<file path="config.mk">
export PLATFORM = sky130hd
export DESIGN_NAME = branch_predictor_table
export DESIGN_NICKNAME = d
export VERILOG_FILES = /design/src/rtl/branch_predictor_table.sv
export SDC_FILE = /design/constraint.sdc
export NUM_CORES = 1
export LEC_CHECK = 0
export BUFFER_PORTS_ARGS = -buffer_cell sky130_fd_sc_hd__buf_4
export CAP_MARGIN = 20
export CORE_AREA = 2 2 176 178
export CTS_BUF_LIST = sky130_fd_sc_hd__clkbuf_2
export DETAILED_ROUTE_END_ITERATION = 16
export DIE_AREA = 0 0 178 180
export PLACE_DENSITY = 0.89
export SYNTH_ARGS = -nofsm -noshare
export SYNTH_HDL_FRONTEND = slang
export SYNTH_SLANG_ARGS = --single-unit
</file>
<file path="constraint.sdc">
create_clock -name clk -period 2.5 [get_ports clk]
set_input_delay 0.125 -clock clk [delete_from_list [all_inputs] [get_ports clk]]
set_output_delay 0.125 -clock clk [all_outputs]
set_load 0.02 [all_outputs]
</file>
<file path="src/rtl/branch_predictor_table.sv">
// Indexed branch predictor: per-entry valid/tag/target/2-bit counter, bimodal or gshare indexing,
// combinational fetch lookup, decode-stage write-back and saturating branch/mispredict statistics.
module branch_predictor_table #(
   parameter int unsigned PC_WIDTH     = 8,
   parameter int unsigned INDEX_BITS   = 4,
   parameter int unsigned GHR_BITS     = 4,
   parameter int unsigned MODE         = 0,
   parameter logic [1:0]  COUNTER_INIT = 2'b01,
   parameter int unsigned STAT_BITS    = 16
) (
   input  logic                  clk,
   input  logic                  rst,
   input  logic                  enable,
   input  logic [PC_WIDTH-1:0]   fetch_pc,
   output logic                  predict_taken,
   output logic [PC_WIDTH-1:0]   predict_target,
   output logic                  predict_hit,
   output logic [INDEX_BITS-1:0] predict_index,
   input  logic                  update_valid,
   input  logic [PC_WIDTH-1:0]   update_pc,
   input  logic [INDEX_BITS-1:0] update_index,
   input  logic                  update_taken,
   input  logic                  update_pred_taken,
   input  logic [PC_WIDTH-1:0]   update_target,
   output logic                  mispredict,
   output logic [STAT_BITS-1:0]  branch_count,
   output logic [STAT_BITS-1:0]  mispredict_count
);

   localparam int unsigned ENTRIES = 1 << INDEX_BITS;

   logic                  r_valid  [ENTRIES];
   logic [PC_WIDTH-1:0]   r_tag    [ENTRIES];
   logic [PC_WIDTH-1:0]   r_target [ENTRIES];
   logic [1:0]            r_ctr    [ENTRIES];
   logic [GHR_BITS-1:0]   r_ghr;
   logic [STAT_BITS-1:0]  r_branch_count;
   logic [STAT_BITS-1:0]  r_mispredict_count;

   logic [INDEX_BITS-1:0] w_ghr_idx;
   logic [INDEX_BITS-1:0] w_idx;
   logic                  w_hit;
   logic                  w_upd_hit;
   logic                  w_do_update;
   logic [1:0]            w_ctr_next;
   logic [GHR_BITS-1:0]   w_ghr_next;

   // History folds into the index by truncation (low bits kept) or zero-extension.
   if (GHR_BITS >= INDEX_BITS) begin : g_ghr_trunc
      assign w_ghr_idx = r_ghr[INDEX_BITS-1:0];
      if (GHR_BITS > INDEX_BITS) begin : g_ghr_hi
         logic w_unused_ghr_hi;
         assign w_unused_ghr_hi = ^r_ghr[GHR_BITS-1:INDEX_BITS];
      end
   end else begin : g_ghr_ext
      assign w_ghr_idx = {{(INDEX_BITS-GHR_BITS){1'b0}}, r_ghr};
   end

   if (GHR_BITS == 1) begin : g_ghr_one
      assign w_ghr_next = update_taken;
   end else begin : g_ghr_shift
      assign w_ghr_next = {r_ghr[GHR_BITS-2:0], update_taken};
   end

   always_comb begin
      w_idx = fetch_pc[INDEX_BITS-1:0];
      if (MODE == 1) w_idx = fetch_pc[INDEX_BITS-1:0] ^ w_ghr_idx;
   end

   assign w_hit          = r_valid[w_idx] && (r_tag[w_idx] == fetch_pc);
   assign predict_hit    = w_hit;
   assign predict_index  = w_idx;
   assign predict_taken  = w_hit && r_ctr[w_idx][1];
   assign predict_target = predict_taken ? r_target[w_idx] : fetch_pc + 1'b1;

   assign mispredict  = update_valid && (update_taken != update_pred_taken);
   assign w_do_update = enable && update_valid;
   assign w_upd_hit   = r_valid[update_index] && (r_tag[update_index] == update_pc);

   always_comb begin
      w_ctr_next = r_ctr[update_index];
      if (update_taken && (r_ctr[update_index] != 2'b11))
         w_ctr_next = r_ctr[update_index] + 2'b01;
      else if (!update_taken && (r_ctr[update_index] != 2'b00))
         w_ctr_next = r_ctr[update_index] - 2'b01;
   end

   always_ff @(posedge clk or negedge rst) begin
      if (!rst) begin
         for (int unsigned i = 0; i < ENTRIES; i++) begin
            r_valid[i]  <= 1'b0;
            r_tag[i]    <= '0;
            r_target[i] <= '0;
            r_ctr[i]    <= COUNTER_INIT;
         end
         r_ghr              <= '0;
         r_branch_count     <= '0;
         r_mispredict_count <= '0;
      end else if (w_do_update) begin
         if (w_upd_hit) begin
            r_ctr[update_index] <= w_ctr_next;
            if (update_taken) r_target[update_index] <= update_target;
         end else if (update_taken) begin
            r_valid[update_index]  <= 1'b1;
            r_tag[update_index]    <= update_pc;
            r_target[update_index] <= update_target;
            r_ctr[update_index]    <= 2'b10;
         end
         r_ghr <= w_ghr_next;
         if (r_branch_count != '1) r_branch_count <= r_branch_count + 1'b1;
         if (mispredict && (r_mispredict_count != '1))
            r_mispredict_count <= r_mispredict_count + 1'b1;
      end
   end

   assign branch_count     = r_branch_count;
   assign mispredict_count = r_mispredict_count;

endmodule
</file>
==> results.ini, run 1 <==
[worst_setup_path]
crit_path_frequent_cell = mux4_2
crit_path_cell_trace = mux4_2 > mux4_2 > xor2_1 > nand2b_4 > or4_4 > mux2_4 > buf_6
r2r_end = r_ctr[12]
r2r_slack_ps = -910
cp.arrival_ps = 4100
worst_ep_required_time_ps = 2380
cp-end-kind = primary output
rr_worst_depth = 15
critPathLaunchType = flip-flop
worst_path_max_delay_cell = or4_4
path_class = flip-flop to primary output
critPathMaxStageDelay_ps = 670
cp-startpoint = r_tag[32]
cp-endpoint = predict_target[7]
worstReg2RegStart = r_tag[32]
worstPathMaxFanout = 8

[synth]
ys_seq_area_frac = 0.489
synthTopCellsByArea = dfrtp_1, mux2_2, mux4_2
postSynthAreaPerCell_um2 = 14.1
synth.distinct_cells = 59
synth_common_cells = dfrtp_1, mux2_2, mux4_2
syn-cell-area_um2 = 17200
async_flop_share = 1.00
yosysWarnings = 0
synth-seq-cells = 336
yosysTopAreaCell = dfrtp_1
synth_edf_count = 0
netlist_instances = 1223
yosysMostFrequentCell = dfrtp_1
yosys.area.top_type_share = 0.464
synthFlopType = dfrtp_1
syn_nets = 1262

[sta]
slew_violations = 0
fmax_mhz = 236
period_needed_ps = 4230
fin_ws_ps = -1730
slew_headroom = 0.614
fin_skew_ps = 102
tightestPinTransition_ps = 576
grt_setup_unrepaired = true
period_share = 1.69
setup_viol = 186
hold_violations = 0

[final_layout]
drive_above_1_share = 0.537
fin_nets = 1628
fin_area_um2 = 21900
area_growth_pct = 26.9

[detailed_routing]
via_per_inst = 6.73
first_pass_iters = 6
vias = 13800
drc = 0
routedWlPerCell_um = 27.8
ant_nets = 0
wl_um = 57000
drt-initial-drc-count = 1899

[die]
die_w_um = 178
die_h_um = 180
initial_core_util = 0.571
coreArea_um2 = 30200
die-area_um2 = 32000
rows = 64
num_io_pins = 81

[power_and_ir_drop]
power.density_nw_per_um2 = 634
leakage_nw = 10.3
total_power_mw = 13.9
ir_worst_vdd_mv = 0.485

[global_route]
grt_use_total = 0.332
grt_max_degree = 82
grt_pass1_vias = 14100
grt_remaining_overflow = 0
antenna_found_initial = 2
grt_pass1_wl_um = 80400

[place]
portBuffers = 80
place_hpwl_um = 31900
place.gp.congestion = 0.976
placedInstanceArea_um2 = 20000
dp_slack_ps = -799

[clock_network]
root_buffer = clkbuf_2
cts.clk_slew.worst_paths_ps = 110
clock_sink_count = 336
clock_latency_ps = 1060
htreeDepth = 3
cts_buffers = 88
clockBufferDepth = 3
cts_tree = built

[outcome]
status = finished, violations left
violations = setup timing

[min_path]
worstHoldPathType = input pin to flip-flop

[flow_run]
drv_cap = 0

## final cells by class
class | instances | area, um^2
multi-input combinational | 783 | 8720
timing repair buffer | 357 | 3320
antenna | 3 | 7.51
clock buffer | 121 | 606
sequential | 336 | 8430
tap | 396 | 495
fill | 1685 | 8310
clock inverter | 31 | 211
inverter | 23 | 86.3
## worst max-delay path: cells and delay by family, from the launching register on
kind	cells	cell delay [ps]
muxes	3	1430
and+or+nand+nor	2	830
DFF	1	500
xor gates and xnor gates	1	180
buffers and inverters	1	140
## metal layers
| layer | vias to the layer above | wire length [um] | GRT usage |
|---|---|---|---|
| li1 | 5365 | - | - |
| met1 | 6920 | 19600 | 0.413 |
| met2 | 1152 | 26500 | 0.517 |
| met3 | 355 | 6510 | 0.0920 |
| met4 | 0 | 4450 | 0.200 |
| met5 | - | 0 | 0 |
## cell usage in the layout (no fill, tap or decap), drive strengths merged, types with 4 or more instances in the layout
master and instances:
nand3 18, a211oi 6, nand4 14, mux4 105, dlygate4sd3 34, dfstp 16
ha 5, nor2 50, inv 25, and3 8, mux2 266, nand2 39
xnor2 36, o211ai 4, clkinv 24, and2 5, dfrtp 320, o21ai 20
nor3 19, mux2i 48, a21oi 9, a32oi 17, a22oi 8, nand2b 16
nor2b 9, buf 320, o22ai 6, clkbuf 124, xor2 14, or2 15
a22o 18
## cells by family after synthesis
logic type | Yosys count | share of synthesized area
compound gates | 102 | 0.0436
xor+xnor | 50 | 0.0254
fa+ha+maj | 5 | 0.00363
buf+inv | 107 | 0.0293
flops | 336 | 0.489
mux | 419 | 0.342
simple gates | 204 | 0.0676
## stage by stage
stage,TNS [ps],hold WS (ps),std cells,util
2_1_floorplan,-16880,-171,1223,-
3_3_place_gp,-92700,88.4,1824,0.661
3_5_place_dp,-102920,96.6,1824,0.661
4_1_cts,-117870,4.17,2025,0.711
5_1_grt,-160750,7.08,2050,0.725
6_report,-147110,57.6,2050,0.725
## repair_timing
item	in CTS	in global routing
cloned	4	5
setup endpoints to repair	186	192
gates resized for setup	40	35
endpoints found under the hold margin	653	0
hold buffers	35	0
setup buffers	15	19
pin swaps	8	18
## state kept, by name, summed over array words and instances, names as in the netlist
| register | cells |
|---|---|
| r_target | 128 |
| branch_count | 16 |
| r_valid | 16 |
| r_tag | 128 |
| mispredict_count | 16 |
| r_ctr | 32 |
## how the worst min path moves through the flow
stage,cells after the start,from,endpoint
final,3,update_target[6],r_target[62]
after global routing,3,update_target[6],r_target[14]
after CTS,3,update_target[6],r_target[30]
after detailed placement,1,rst,r_tag[78]
after global placement,1,rst,r_tag[86]
after floorplan,0,rst,branch_count[0]
## power breakdown
group / switching [mW] / leakage (nW) / internal (mW)
combinational: 1.36 / 5.33 / 1.72
sequential: 0.584 / 4.33 / 6.11
clock: 2.47 / 0.599 / 1.62
total: 4.41 / 10.3 / 9.46
Power figures use the tool's default switching activity.
==> run 2: changes to the inputs <==
CORE_AREA = 2 2 173 175   (was 2 2 176 178)
DIE_AREA = 0 0 175 177   (was 0 0 178 180)
PLACE_DENSITY = 0.88   (was 0.89)
SETUP_SLACK_MARGIN = 0.5   (was default)
clock period = 5.24 ns   (was 2.5 ns; I/O delays follow)
==> results.ini, run 2 (synthesis gave the netlist of run 1 again) <==
[outcome]
status = finished clean

[global_route]
grt_remaining_overflow = 0
grt_pass1_vias = 12300
grt_max_degree = 158
use_met3 = 0.0591
grt_use_total = 0.287
grt_pass1_wl_um = 68400
grt_util_met2 = 0.457
antenna_found_initial = 2
use_met1 = 0.385
busiest_layer = met2

[clock_network]
postCtsResizedCells = 0
htreeDepth = 3
clockBufferDepth = 3
clock_latency_ps = 970
cts_tree = built
root_buffer = clkbuf_2
cts.clk_slew.worst_paths_ps = 110
clock_sink_count = 336
cts_buffers = 84

[final_layout]
drive_above_1_share = 0.424
fin_nets = 1382
final_cell_mix = dfrtp_1, mux2_2, clkbuf_2
top_regs = r_tag (128), r_target (128), r_ctr (32)
final_common_cell = dfrtp_1
area_growth_pct = 10.7

[sta]
period_needed_ps = 4490
totalNegativeSetupSlack_ps = 0
fin_skew_ps = 79.8
grt_setup_unrepaired = false
period_share = 0.857
setup_viol = 0
fin_ws_ps = 749
tightestPinTransition_ps = 1160
slew_headroom = 0.221
hold_violations = 0
slew_violations = 0
fmax_mhz = 223

[place]
portBuffers = 80
place.gp.congestion = 0.875
dp_slack_ps = 1080
place_hpwl_um = 27000

[power_and_ir_drop]
power.density_nw_per_um2 = 316
ir_worst_vdd_mv = 0.301
leakage_nw = 8.75

[worst_setup_path]
cp.arrival_ps = 4230
worst_ep_required_time_ps = 4980
path_class = flip-flop to primary output
critPathLaunchType = flip-flop
worst_path_max_delay_cell = or4_1
cp-end-kind = primary output
worstPathMaxFanout = 8
critPathMaxStageDelay_ps = 920
crit_path_cell_trace = mux2_4 > o22ai_1 > nor2_1 > o32a_1 > or4_1 > or4_1 > mux2_4 > buf_4

[min_path]
worstHoldPathType = input pin to flip-flop

[die]
die_h_um = 177
coreArea_um2 = 29200
die-area_um2 = 31000
initial_core_util = 0.590
die_w_um = 175
rows = 63
num_io_pins = 81

[detailed_routing]
wl_um = 43000
via_per_inst = 6.50
ant_nets = 0
first_pass_iters = 9
vias = 11700
routedWlPerCell_um = 23.9
drt-initial-drc-count = 1260
drc = 0

[flow_run]
drv_cap = 0

run 2: changes by cell type in the layout (fill, tap and decap cells not counted), sizes merged:
cell	before	now
buf	320	95
clkbuf	124	113
clkinv	24	29
inv	25	26
dlygate4sd3	34	23
bufinv	3	1
nor2	50	47
diode	3	1
run 2: through the flow:
step	cell area, um^2	power (mW)	instances	util	hold WS, ps
floorplan	17200	3.91	1223	-	-33.6
global placement	18000	4.23	1619	0.616	334
detailed placement	18000	4.30	1619	0.616	341
CTS	19000	6.06	1791	0.651	64.0
global route	19100	6.33	1796	0.652	114
finish	19100	6.03	1796	0.652	151
run 2: area by class of cell:
cell class / instances / area [um^2]
Multi-Input combinational cell: 780 / 8310
Sequential cell: 336 / 8430
Clock inverter: 35 / 195
Clock buffer: 113 / 566
Fill cell: 2056 / 10200
Inverter: 23 / 86.3
Antenna cell: 1 / 2.50
Timing Repair Buffer: 118 / 998
Tap cell: 390 / 488
run 2: where the power goes:
part / internal (mW) / switching [mW]
Clock: 0.656 / 1.09
Combinational: 0.604 / 0.504
Sequential: 2.92 / 0.254
Total: 4.18 / 1.85
run 2: worst max-delay path: cells and delay by family (launching register included):
| family | cells | cell delay, ps |
|---|---|---|
| and+or+nand+nor | 3 | 1510 |
| buffers and inverters | 1 | 160 |
| DFF | 1 | 420 |
| AOI/OAI and AO/OA | 2 | 510 |
| muxes | 2 | 710 |
run 2: path summary, 6_finish.rpt:
| kind | slack, ps | cells past startpoint | from | to |
|---|---|---|---|---|
| worst max-delay path | 750 | 8 | r_tag[49] | predict_target[4] |
| worst min-delay path | 150 | 5 | update_index[1] | r_ctr[11] |
| worst max register to register | 1580 | 9 | r_tag[1] | r_tag[103] |
| worst min register to register | 500 | 1 | r_valid[2] | r_valid[2] |
| max in group asynchronous | 3660 | 4 | rst | r_ctr[7] |
| min in group asynchronous | 350 | 3 | rst | r_tag[50] |
run 2: layer usage:
metal / vias to the layer above / wire (um)
li1: 4877 / -
met1: 6047 / 16900
met2: 641 / 20900
met3: 111 / 3920
met4: 0 / 1280
met5: - / 0
run 2: repair_timing:
item | 4_1_cts | 5_1_grt
endpoints found under the hold margin | 405 | 0
hold buffers | 24 | 0
buffers inserted | 0 | 0
